**src/rtl/keypad_scanner.sv**
```systemverilog
// ---------------------------------------------------------------------------
// keypad_scanner
//   Scans a 4x4 active-low matrix keypad one row at a time, debounces the
//   column returns and emits one key_valid strobe per accepted press with the
//   key code on key_pressed. Codes follow the downstream key classifier:
//      row 0: 1 2 3 A   row 1: 4 5 6 B   row 2: 7 8 9 C   row 3: E 0 F D
//
//   Optional feature macro: KEYPAD_REPEAT_EN
//      defined   - a held key re-emits key_valid after REPEAT_DELAY ticks and
//                  then every REPEAT_RATE ticks while it stays held.
//      undefined - exactly one key_valid per press.
//
// Ports
//   clk          in   1  system clock
//   rst          in   1  synchronous active-high reset
//   col_in       in   4  keypad columns, active-low, asynchronous
//   row_out      out  4  row drive, active-low, exactly one bit low
//   key_pressed  out  4  code of the last accepted key (held until next)
//   key_valid    out  1  one-cycle strobe, key_pressed is new this cycle
//   key_held     out  1  high from acceptance until release is debounced
// ---------------------------------------------------------------------------
module keypad_scanner #(
   parameter int SCAN_DIV       = 50000,
   parameter int DEBOUNCE_TICKS = 20,
   parameter int REPEAT_DELAY   = 500,
   parameter int REPEAT_RATE    = 100
) (
   input  logic       clk,
   input  logic       rst,
   input  logic [3:0] col_in,
   output logic [3:0] row_out,
   output logic [3:0] key_pressed,
   output logic       key_valid,
   output logic       key_held
);

   localparam int DIV_W = (SCAN_DIV > 2) ? $clog2(SCAN_DIV) : 1;
   localparam int DEB_W = $clog2(DEBOUNCE_TICKS + 1);
   localparam logic [DIV_W-1:0] DIV_LAST   = DIV_W'(SCAN_DIV - 1);
   localparam logic [DEB_W-1:0] DEB_TARGET = DEB_W'(DEBOUNCE_TICKS);

   typedef enum logic [1:0] {
      SCAN     = 2'd0,
      DEBOUNCE = 2'd1,
      HELD     = 2'd2
   } state_t;

   // Out-of-range parameters are caught at elaboration time.
   if (SCAN_DIV < 2 || DEBOUNCE_TICKS < 1 || REPEAT_DELAY < 1 || REPEAT_RATE < 1) begin : g_param_check
      $error("keypad_scanner: parameter out of range");
   end

   // Active-low one-hot row drive for a row index.
   function automatic logic [3:0] row_drive(input logic [1:0] idx);
      logic [3:0] drv;
      case (idx)
         2'd0:    drv = 4'b1110;
         2'd1:    drv = 4'b1101;
         2'd2:    drv = 4'b1011;
         2'd3:    drv = 4'b0111;
         default: drv = 4'b1110;
      endcase
      return drv;
   endfunction

   // True when exactly one column is pulled low.
   function automatic logic is_single(input logic [3:0] cols);
      logic one;
      case (cols)
         4'b1110, 4'b1101, 4'b1011, 4'b0111: one = 1'b1;
         default:                            one = 1'b0;
      endcase
      return one;
   endfunction

   // Index of the low column; only meaningful when is_single() holds.
   function automatic logic [1:0] col_index(input logic [3:0] cols);
      logic [1:0] idx;
      case (cols)
         4'b1110: idx = 2'd0;
         4'b1101: idx = 2'd1;
         4'b1011: idx = 2'd2;
         4'b0111: idx = 2'd3;
         default: idx = 2'd0;
      endcase
      return idx;
   endfunction

   // Classifier code for a (row, col) position.
   function automatic logic [3:0] key_code(input logic [1:0] row, input logic [1:0] col);
      logic [3:0] code;
      case ({row, col})
         4'h0:    code = 4'h1;
         4'h1:    code = 4'h2;
         4'h2:    code = 4'h3;
         4'h3:    code = 4'hA;
         4'h4:    code = 4'h4;
         4'h5:    code = 4'h5;
         4'h6:    code = 4'h6;
         4'h7:    code = 4'hB;
         4'h8:    code = 4'h7;
         4'h9:    code = 4'h8;
         4'hA:    code = 4'h9;
         4'hB:    code = 4'hC;
         4'hC:    code = 4'hE;
         4'hD:    code = 4'h0;
         4'hE:    code = 4'hF;
         4'hF:    code = 4'hD;
         default: code = 4'h0;
      endcase
      return code;
   endfunction

   logic [3:0]       sync1_r;
   logic [3:0]       sync2_r;
   logic [DIV_W-1:0] div_cnt_r;
   state_t           state_r;
   logic [1:0]       row_idx_r;
   logic [1:0]       lat_col_r;
   logic [DEB_W-1:0] deb_cnt_r;
   logic [DEB_W-1:0] rel_cnt_r;

   logic             tick_s;
   logic             single_s;
   logic             none_s;
   logic [1:0]       col_idx_s;
   logic [1:0]       row_next_s;
   logic [DEB_W-1:0] deb_inc_s;
   logic [DEB_W-1:0] rel_inc_s;

`ifdef KEYPAD_REPEAT_EN
   localparam int REP_MAX = (REPEAT_DELAY > REPEAT_RATE) ? REPEAT_DELAY : REPEAT_RATE;
   localparam int REP_W   = $clog2(REP_MAX + 1);
   localparam logic [REP_W-1:0] REP_DELAY_T = REP_W'(REPEAT_DELAY);
   localparam logic [REP_W-1:0] REP_RATE_T  = REP_W'(REPEAT_RATE);

   logic [REP_W-1:0] rep_cnt_r;
   logic             rep_armed_r;   // first repeat already emitted
   logic [REP_W-1:0] rep_inc_s;

   assign rep_inc_s = rep_cnt_r + REP_W'(1);
`endif

   // Two-flop synchronizer for the asynchronous column inputs.
   always_ff @(posedge clk) begin
      if (rst) begin
         sync1_r <= 4'b1111;
         sync2_r <= 4'b1111;
      end else begin
         sync1_r <= col_in;
         sync2_r <= sync1_r;
      end
   end

   // Free-running scan tick divider.
   always_ff @(posedge clk) begin
      if (rst) begin
         div_cnt_r <= '0;
      end else if (div_cnt_r == DIV_LAST) begin
         div_cnt_r <= '0;
      end else begin
         div_cnt_r <= div_cnt_r + DIV_W'(1);
      end
   end

   // Classification of the synchronized columns and counter increments.
   always_comb begin
      tick_s     = (div_cnt_r == DIV_LAST);
      single_s   = is_single(sync2_r);
      none_s     = (sync2_r == 4'b1111);
      col_idx_s  = col_index(sync2_r);
      row_next_s = row_idx_r + 2'd1;
      deb_inc_s  = deb_cnt_r + DEB_W'(1);
      rel_inc_s  = rel_cnt_r + DEB_W'(1);
   end

   // Scan/debounce/hold state machine with registered outputs. The row drive
   // is registered here, so a new row appears the cycle after the tick and
   // has a full tick period to settle before the next sample.
   always_ff @(posedge clk) begin
      if (rst) begin
         state_r     <= SCAN;
         row_idx_r   <= 2'd0;
         lat_col_r   <= 2'd0;
         deb_cnt_r   <= '0;
         rel_cnt_r   <= '0;
         row_out     <= 4'b1110;
         key_pressed <= 4'h0;
         key_valid   <= 1'b0;
         key_held    <= 1'b0;
`ifdef KEYPAD_REPEAT_EN
         rep_cnt_r   <= '0;
         rep_armed_r <= 1'b0;
`endif
      end else begin
         key_valid <= 1'b0;
         if (tick_s) begin
            case (state_r)
               SCAN: begin
                  if (single_s) begin
                     // Row stays driven so the same key keeps being sampled.
                     lat_col_r <= col_idx_s;
                     deb_cnt_r <= DEB_W'(1);
                     if (DEBOUNCE_TICKS == 1) begin
                        key_pressed <= key_code(row_idx_r, col_idx_s);
                        key_valid   <= 1'b1;
                        key_held    <= 1'b1;
                        rel_cnt_r   <= '0;
                        state_r     <= HELD;
`ifdef KEYPAD_REPEAT_EN
                        rep_cnt_r   <= '0;
                        rep_armed_r <= 1'b0;
`endif
                     end else begin
                        state_r <= DEBOUNCE;
                     end
                  end else begin
                     row_idx_r <= row_next_s;
                     row_out   <= row_drive(row_next_s);
                  end
               end

               DEBOUNCE: begin
                  if (single_s && (col_idx_s == lat_col_r)) begin
                     deb_cnt_r <= deb_inc_s;
                     if (deb_inc_s == DEB_TARGET) begin
                        key_pressed <= key_code(row_idx_r, lat_col_r);
                        key_valid   <= 1'b1;
                        key_held    <= 1'b1;
                        rel_cnt_r   <= '0;
                        state_r     <= HELD;
`ifdef KEYPAD_REPEAT_EN
                        rep_cnt_r   <= '0;
                        rep_armed_r <= 1'b0;
`endif
                     end
                  end else begin
                     // Bounce, multi-key or a different column: start over.
                     deb_cnt_r <= '0;
                     state_r   <= SCAN;
                     row_idx_r <= row_next_s;
                     row_out   <= row_drive(row_next_s);
                  end
               end

               HELD: begin
                  if (none_s) begin
                     rel_cnt_r <= rel_inc_s;
                     if (rel_inc_s == DEB_TARGET) begin
                        key_held  <= 1'b0;
                        rel_cnt_r <= '0;
                        state_r   <= SCAN;
                        row_idx_r <= row_next_s;
                        row_out   <= row_drive(row_next_s);
                     end
                  end else begin
                     rel_cnt_r <= '0;
                  end
`ifdef KEYPAD_REPEAT_EN
                  // First repeat after REPEAT_DELAY held ticks, then every
                  // REPEAT_RATE ticks; any non-single tick restarts the delay.
                  if (single_s) begin
                     if (!rep_armed_r && (rep_inc_s == REP_DELAY_T)) begin
                        key_valid   <= 1'b1;
                        rep_cnt_r   <= '0;
                        rep_armed_r <= 1'b1;
                     end else if (rep_armed_r && (rep_inc_s == REP_RATE_T)) begin
                        key_valid <= 1'b1;
                        rep_cnt_r <= '0;
                     end else begin
                        rep_cnt_r <= rep_inc_s;
                     end
                  end else begin
                     rep_cnt_r   <= '0;
                     rep_armed_r <= 1'b0;
                  end
`endif
               end

               default: begin
                  state_r   <= SCAN;
                  row_idx_r <= 2'd0;
                  row_out   <= 4'b1110;
                  key_held  <= 1'b0;
               end
            endcase
         end
      end
   end

endmodule
```
**config.mk**
```make
export PLATFORM = sky130hd
export DESIGN_NAME = keypad_scanner
export DESIGN_NICKNAME = d
export VERILOG_FILES = /design/src/rtl/keypad_scanner.sv
export SDC_FILE = /design/constraint.sdc
export NUM_CORES = 1
export LEC_CHECK = 0
export BUFFER_PORTS_ARGS = -buffer_cell sky130_fd_sc_hd__clkbuf_2
export CORE_UTILIZATION = 60
export DETAILED_ROUTE_END_ITERATION = 16
export MAX_ROUTING_LAYER = met4
export PLACE_DENSITY_LB_ADDON = 0.2
export SETUP_SLACK_MARGIN = 0.1
export SKIP_CTS_REPAIR_TIMING = 1
export SLEW_MARGIN = 20
export SYNTH_ARGS = -nofsm -noshare
export SYNTH_HDL_FRONTEND = slang
export SYNTH_SLANG_ARGS = --single-unit
```
**constraint.sdc**
```tcl
create_clock -name clk -period 2.5 [get_ports clk]
set_input_delay 0.375 -clock clk [delete_from_list [all_inputs] [get_ports clk]]
set_output_delay 0.375 -clock clk [all_outputs]
set_load 0.05 [all_outputs]
```
==> flow_summary.json, run 1 <==
{
  "layout_commonest_cell": "dfxtp_1",
  "vias": 2211,
  "cts_buffers": 5,
  "clkLatencyLatePin_ns": 0.30,
  "clock-sinks": 50,
  "leakage_nw": 1.10,
  "crit_path_start_kind": "flop",
  "clock.fmax_ghz": 0.463,
  "cp_max_fo": 6,
  "hp-start": "col_in[1]",
  "fin_crit_ns": 2.16,
  "syn_to_final_growth_pct": 7.29,
  "core_um2": 4410,
  "finalSetupViolations": 0,
  "viasPerCell": 5.94,
  "synth.ff_latch_count": 50,
  "grt_pass1_wl_um": 9050,
  "io-pin-count": 16,
  "dp_hpwl_um": 3810,
  "drt_first_pass_iters": 4,
  "antenna_found_initial": 0,
  "top_layer": "met4",
  "n_antenna_cell": 0,
  "fin_ws_ns": 0.339,
  "pre_cts_slack_ns": 0.356,
  "die_x_um": 70.1,
  "wl_per_cell_um": 14.3,
  "timing.final.crit_share": 0.865,
  "drc": 0,
  "worstPathRequired_ns": 2.74,
  "drive_above_1_share": 0.166,
  "ys.flop_type": "dfxtp_1",
  "wl_met2_um": 2340,
  "seq_area_frac_synth": 0.360,
  "synth-warning-count": 0,
  "route.met3.wl_um": 247,
  "fin_skew_ns": 0.00630,
  "maxCapViolCount": 0,
  "power_density_nw_per_um2": 486,
  "hold_viol": 0,
  "async_flop_share": 0,
  "syn_nets": 326,
  "start_util": 0.630,
  "ir_drop_mv": 0.451,
  "netlist_instances": 307,
  "worst_ep_arrival_time_ns": 2.40,
  "die_area_um2": 4910,
  "globalplace.congestion": 0.880,
  "synth_cell_types": 62,
  "max_slew_margin": 0.624,
  "clk_path_buf_depth": 2,
  "syn_avg_cell_area_um2": 9.06,
  "clk_pin_slew_ns": 0.09,
  "routed_wirelength_um": 5340,
  "ant_nets": 0,
  "final_nets": 338,
  "core.rowCount": 24,
  "grt_pass1_vias": 1950,
  "cts_tree": "built",
  "crit_start": "div_cnt_r[0]$_SDFF_PP0_",
  "timing.setup.tns_ns": 0,
  "holdWs_ns": 0.247,
  "reg2reg_from": "div_cnt_r[0]$_SDFF_PP0_",
  "root_buffer": "clkbuf_8",
  "grt_usage": 0.235,
  "crit_path_end_kind": "flop",
  "grt_max_degree": 24,
  "port_buffers": 15,
  "mostFrequentLayoutCells": "dfxtp_1, nor2_1, nand2_1, nand3_1, a21oi_1",
  "fin_util": 0.676,
  "grt_overflow_total": 0,
  "maxSlewViolCount": 0,
  "die_h_um": 70.1,
  "dpl-instance-area_um2": 2870,
  "final_cell_area_um2": 2980,
  "status": "complete, no violations",
  "h-tree-depth": 2,
  "synth-edff-count": 0,
  "drtIter0Drc": 120,
  "crit_type": "flop to flop",
  "hold_class": "primary input to flop",
  "syn-cell-area_um2": 2780,
  "rsz0062_at_grt": "no",
  "m1WireLength_um": 2680,
  "tightestPinTransition_ns": 0.549
}
-- cell usage after synthesis (5+ instances only) --
cell / instances / area (um2)
a21oi_1: 17 / 85.1
and2_1: 5 / 31.3
and4_1: 5 / 43.8
clkbuf_1: 7 / 26.3
dfxtp_1: 50 / 1000
ha_1: 13 / 163
inv_1: 8 / 30.0
mux2i_1: 6 / 60.1
nand2_1: 23 / 86.3
nand2b_1: 6 / 37.5
nand3_1: 19 / 95.1
nor2_1: 33 / 124
nor3_1: 7 / 35.0
nor3b_1: 5 / 37.5
or2_2: 8 / 50.1
xnor2_1: 7 / 61.3
xor2_1: 10 / 87.6
-- layout make-up --
type                            count  area (um2)
Clock inverter                      3        45.0
Sequential cell                    50        1000
Fill cell                         377        1430
Clock buffer                        5        68.8
Multi-Input combinational cell    235        1670
Tap cell                           52        65.1
Inverter                            8        30.0
Timing Repair Buffer               19         105
-- per-stage QoR --
| stage | instances | total power, W |
|---|---|---|
| floorplan | 307 | 0.000882 |
| global placement | 364 | 0.000892 |
| detailed placement | 364 | 0.000894 |
| CTS | 372 | 0.00146 |
| global route | 372 | 0.00150 |
| finish | 372 | 0.00145 |
-- metal layers --
layer / global-route usage / vias to the layer above
li1: - / 1126
met1: 0.335 / 1024
met2: 0.337 / 55
met3: 0.0519 / 6
met4: 0.0622 / 0
met5: - / -
-- worst paths after layout --
kind                                     to  depth (start not counted)  slack [ns]
setup / recovery  lat_col_r[1]$_SDFFE_PP0P_                          6        0.34
hold / removal        sync1_r[1]$_SDFF_PP1_                          2        0.25
setup reg to reg  lat_col_r[1]$_SDFFE_PP0P_                          6        0.34
hold reg to reg       sync2_r[0]$_SDFF_PP1_                          1        0.41
-- kinds of logic (layout without fill, tap and decap cells) --
kind of cell               after synthesis  count (layout)  synth area share
AOI/OAI and AO/OA                       47              47             0.129
xor gates and xnor gates                17              17            0.0535
adders and majority gates               13              13            0.0585
buffers and inverters                   22              35            0.0400
DFF                                     50              50             0.360
muxes                                   12              12            0.0526
and+or+nand+nor                        146             146             0.306
-- report_power, final --
part           switching [W]  total (W)  internal [W]
Clock               0.000275   0.000573      0.000298
Sequential         0.0000113   0.000817      0.000806
Combinational      0.0000347  0.0000592     0.0000244
-- critical path: stages, from the launching register on --
cell and delay [ns]:
dfxtp_1 0.39, ha_1 0.23, and3_1 0.26, nand4_1 0.25, nor4_1 0.49, mux2_2 0.39
nor2_1 0.08
-- registers in the layout, indices dropped and copies added, names as in the netlist --
name	count
div_cnt_r	16
sync1_r	4
lat_col_r	2
sync2_r	4
state_r	2
row_idx_r	2
key_held	1
key_valid	1
deb_cnt_r	5
key_pressed	4
row_out	4
rel_cnt_r	5
No activity file was read; power rests on OpenSTA's default activity.
==> run 2, diff against run 1 <==
Settings changed: ABC_AREA from default to 1.
==> flow_summary.json, run 2 <==
{
  "status": "complete, no violations",
  "syn_avg_cell_area_um2": 6.93,
  "async_flop_share": 0,
  "drc": 0,
  "crit_type": "flop to flop",
  "cts_tree": "built",
  "h-tree-depth": 2,
  "seq_area_um2": 1000,
  "globalplace.congestion": 0.853,
  "finalSetupViolations": 0,
  "crit_start": "div_cnt_r[0]$_SDFF_PP0_",
  "cp_max_fo": 7,
  "core.rowCount": 24,
  "fillers": 402,
  "synthXorXnorAreaFrac": 0.0195,
  "clkLatencyLatePin_ns": 0.30,
  "fin_crit_ns": 1.70,
  "crit_path_start_kind": "flop",
  "cts_buffers": 5,
  "ant_nets": 0,
  "regMostFlops": "div_cnt_r",
  "grt.met2_usage": 0.350,
  "ys.flop_type": "dfxtp_1",
  "grt_usage": 0.218,
  "busiest_layer": "met2",
  "synth_cell_types": 32,
  "worstPathRequired_ns": 2.75,
  "synth_top_family_by_area": "simple AND/OR/NAND/NOR gates",
  "hold_viol": 0,
  "layout.cells.non_filler": 460,
  "die_area_um2": 4760,
  "clock-sinks": 50,
  "power_density_nw_per_um2": 464,
  "timing.setup.tns_ns": 0,
  "clk_path_buf_depth": 2,
  "crit_path_end_kind": "flop",
  "max_slew_margin": 0.594,
  "reg_top3": "div_cnt_r x16, deb_cnt_r x5, rel_cnt_r x5",
  "tightestPinTransition_ns": 0.608,
  "fin_util": 0.672,
  "mostFrequentLayoutCells": "nand2_1, nor2_1, inv_1, dfxtp_1, nand3_1",
  "antenna_found_initial": 0,
  "grt_pass1_wl_um": 8400,
  "dp_hpwl_um": 3610,
  "routed_wirelength_um": 4760,
  "fin_skew_ns": 0.00360,
  "final_nets": 426,
  "rsz0062_at_grt": "no",
  "wl_per_cell_um": 10.4,
  "seq_area_frac_synth": 0.372,
  "grt.met1_usage": 0.268,
  "core_um2": 4320,
  "ir_drop_mv": 0.410,
  "dp_cells": 452,
  "r2r_setup_slack_ns": 0.80,
  "leakage_nw": 1.34,
  "synthMuxAreaShare": 0,
  "largest_reg_flops": 16,
  "vias": 2334,
  "met3_usage": 0.0512,
  "synth_common_cells": "nand2_1, nor2_1, inv_1",
  "holdWs_ns": 0.248,
  "multi_input_area_um2": 1460,
  "netlist.area_leader.share": 0.372,
  "yosys-top-cells-area": "dfxtp_1, nand2_1, nor2_1",
  "synth-warning-count": 0,
  "layout_commonest_cell": "nand2_1",
  "clock.fmax_ghz": 0.587,
  "clk_pin_slew_ns": 0.09,
  "synth-edff-count": 0,
  "syn-cell-area_um2": 2690,
  "synth.largest_area_cell": "dfxtp_1",
  "drtIter0Drc": 144,
  "grt_overflow_total": 0,
  "die_x_um": 69.0,
  "maxSlewViolCount": 0,
  "synth.most_common_cell": "nand2_1",
  "dpl-instance-area_um2": 2820,
  "port_buffers": 15,
  "synth_compound_area_frac": 0.0683,
  "hold_class": "primary input to flop",
  "hp-start": "col_in[0]",
  "drt_first_pass_iters": 4,
  "drive_above_1_share": 0.137,
  "syn_to_final_growth_pct": 7.90,
  "netlist_instances": 389,
  "root_buffer": "clkbuf_8",
  "maxCapViolCount": 0,
  "worst_ep_arrival_time_ns": 1.95,
  "io-pin-count": 16,
  "syn_nets": 408,
  "synth_fa_ha_area_frac": 0.0604,
  "timing.final.crit_share": 0.681,
  "synth.ff_latch_count": 50,
  "reg2reg_from": "div_cnt_r[0]$_SDFF_PP0_",
  "final_cell_area_um2": 2910,
  "die_h_um": 69.0,
  "n_antenna_cell": 0,
  "grt_pass1_vias": 2051,
  "start_util": 0.623,
  "synthSimpleGateAreaFrac": 0.392,
  "grt_max_degree": 21,
  "viasPerCell": 5.07
}
[run 2: path summary, 6_finish.rpt]
kind                                                  end  cells past startpoint
worst max-delay path            row_idx_r[0]$_SDFFE_PP0P_                      9
worst min-delay path                sync1_r[0]$_SDFF_PP1_                      2
worst max register to register  row_idx_r[0]$_SDFFE_PP0P_                      9
worst min register to register      sync2_r[3]$_SDFF_PP1_                      1
[run 2: kinds of logic (layout without fill, tap and decap cells)]
family / count (synthesis) / in the layout
flops: 50 / 50
xor+xnor: 6 / 6
fa+ha+maj: 13 / 13
compound gates: 34 / 34
buf+inv: 62 / 81
simple gates: 224 / 224
[run 2: per-layer routing]
layer  wire length, um  vias to the layer above
met5                 0                        -
met4                71                        0
met3               175                        8
met2              2160                       40
met1              2350                     1026
li1                  -                     1260
[run 2: per-stage QoR]
step | total power (W) | setup WS [ns]
after floorplan | 0.000879 | 0.980
after detailed placement | 0.000894 | 0.797
final | 0.00135 | 0.797
after global placement | 0.000891 | 0.862
after CTS | 0.00137 | 0.781
after global routing | 0.00141 | 0.590
[run 2: critical path, cell delays in order (launching register included)]
cell,delay [ns]
dfxtp_1,0.36
ha_1,0.21
nand3_2,0.13
nor2_4,0.14
nand4_2,0.20
nor2_4,0.23
nand3_2,0.16
nand2_1,0.10
inv_1,0.04
nor2_1,0.08
[run 2: final cells by class]
type / instances / share of cell area
multi-input combinational: 277 / 0.501
sequential: 50 / 0.344
inverter: 58 / 0.0753
clock buffer: 7 / 0.0297
timing repair buffer: 15 / 0.0258
tap: 52 / 0.0224
clock inverter: 1 / 0.00172
[run 2: power by group]
group	leakage, nW	total, W	switching (W)	internal (W)
Clock	0.0482	0.000475	0.000252	0.000223
Combinational	0.890	0.0000630	0.0000414	0.0000216
Sequential	0.405	0.000811	0.00000551	0.000806
Total	1.34	0.00135	0.000299	0.00105
==> run 3, diff against run 2 <==
Clock period 2.5 ns to 1.7 ns, I/O delays scaled along.
==> flow_summary.json, run 3 (synthesized netlist as in run 2, its figures left out) <==
{
  "clk_path_buf_depth": 2,
  "clk_pin_slew_ns": 0.09,
  "hold_viol": 0,
  "start_util": 0.623,
  "clock-sinks": 50,
  "timing.final.crit_share": 0.997,
  "syn_to_final_growth_pct": 26.1,
  "grt_overflow_total": 0,
  "multi_input_area_um2": 1680,
  "finalSetupViolations": 0,
  "max_slew_margin": 0.750,
  "ir_drop_mv": 0.703,
  "fin_crit_ns": 1.70,
  "grt_usage": 0.231,
  "r2r_setup_slack_ns": 0.004,
  "holdWs_ns": 0.123,
  "worstPathRequired_ns": 1.91,
  "fin_skew_ns": 0.00465,
  "seq_area_um2": 1010,
  "dp_hpwl_um": 3890,
  "cts_buffers": 5,
  "routed_wirelength_um": 5880,
  "timing.setup.tns_ns": 0,
  "maxSlewViolCount": 0,
  "final_nets": 452,
  "crit_path_end_kind": "flop",
  "largest_reg_flops": 16,
  "die_h_um": 69.0,
  "final_cell_area_um2": 3400,
  "antenna_found_initial": 0,
  "die_x_um": 69.0,
  "worst_ep_arrival_time_ns": 1.90,
  "drc": 0,
  "cts_tree": "built",
  "grt_max_degree": 16,
  "wl_per_cell_um": 12.1,
  "layout_commonest_cell": "nand2_1",
  "crit_type": "flop to flop",
  "port_buffers": 15,
  "fillers": 304,
  "core.rowCount": 24,
  "leakage_nw": 1.52,
  "status": "complete, no violations",
  "root_buffer": "clkbuf_8",
  "vias": 2506,
  "grt_pass1_vias": 2167,
  "fin_util": 0.786,
  "cp_max_fo": 6,
  "regMostFlops": "div_cnt_r",
  "fin_ws_ns": 0.00449,
  "drtIter0Drc": 187,
  "drive_above_1_share": 0.302,
  "n_antenna_cell": 0,
  "viasPerCell": 5.16,
  "io-pin-count": 16,
  "ant_nets": 0,
  "maxCapViolCount": 0,
  "die_area_um2": 4760,
  "pre_cts_slack_ns": 0.00537,
  "h-tree-depth": 2,
  "rsz0062_at_grt": "yes",
  "reg_top3": "div_cnt_r x16, deb_cnt_r x5, rel_cnt_r x5",
  "dpl-instance-area_um2": 2910,
  "drt_first_pass_iters": 4,
  "globalplace.congestion": 0.859,
  "crit_path_start_kind": "flop",
  "hold_class": "primary input to flop",
  "core_um2": 4320,
  "power_density_nw_per_um2": 642,
  "clock.fmax_ghz": 0.590,
  "mostFrequentLayoutCells": "nand2_1, inv_1, nor2_1, dfxtp_1, buf_4",
  "tightestPinTransition_ns": 0.374,
  "grt_pass1_wl_um": 8910,
  "clkLatencyLatePin_ns": 0.30
}
==> run 3: cell types whose count changed in the layout (fill, tap and decap cells not counted), sizes merged <==
cell	before	now
clkinv	2	3
clkbuf	22	20
bufinv	0	1
buf	0	26
==> run 3: where the power goes <==
| group | leakage, nW | internal [W] | switching, W |
|---|---|---|---|
| registers | 0.407 | 0.00119 | 0.0000120 |
| logic | 1.05 | 0.0000630 | 0.0000859 |
| clock network | 0.0579 | 0.000434 | 0.000399 |
| total | 1.52 | 0.00168 | 0.000497 |
==> run 3: layer usage <==
layer	vias to the layer above	wire length (um)	track usage
met4	0	97	0.0612
met3	11	173	0.0395
li1	1314	-	-
met1	1136	2730	0.292
met2	45	2880	0.383
met5	-	0	-
==> run 3: area by class of cell <==
type,count,area share
well taps,52,0.0192
clock inverters,3,0.0118
flip-flops and latches,50,0.298
clock buffers,5,0.0203
multi-input cells,277,0.496
repair buffers,41,0.0884
inverters,58,0.0663
==> run 3: critical path, stage by stage, from the launching register on <==
cell and delay [ns]:
dfxtp_2 0.38, ha_4 0.16, nand3_4 0.09, nor2_4 0.17, nand3_2 0.13, nor2_4 0.23
buf_6 0.13, nor2_4 0.04, clkinv_4 0.09, buf_6 0.13, nor2_2 0.04
==> run 3: worst paths after layout <==
| path | from | to | depth (start not counted) |
|---|---|---|---|
| max reg2reg | div_cnt_r[1]$_SDFF_PP0_ | div_cnt_r[1]$_SDFF_PP0_ | 10 |
| max | div_cnt_r[1]$_SDFF_PP0_ | div_cnt_r[1]$_SDFF_PP0_ | 10 |
| min | col_in[1] | sync1_r[1]$_SDFF_PP1_ | 2 |
| min reg2reg | sync1_r[0]$_SDFF_PP1_ | sync2_r[0]$_SDFF_PP1_ | 1 |
==> run 3: stage by stage <==
| stage | power (W) | instances |
|---|---|---|
| 3_5_place_dp | 0.00133 | 464 |
| 6_report | 0.00218 | 486 |
| 4_1_cts | 0.00215 | 472 |
| 2_1_floorplan | 0.00129 | 389 |
| 5_1_grt | 0.00225 | 486 |
| 3_3_place_gp | 0.00132 | 464 |
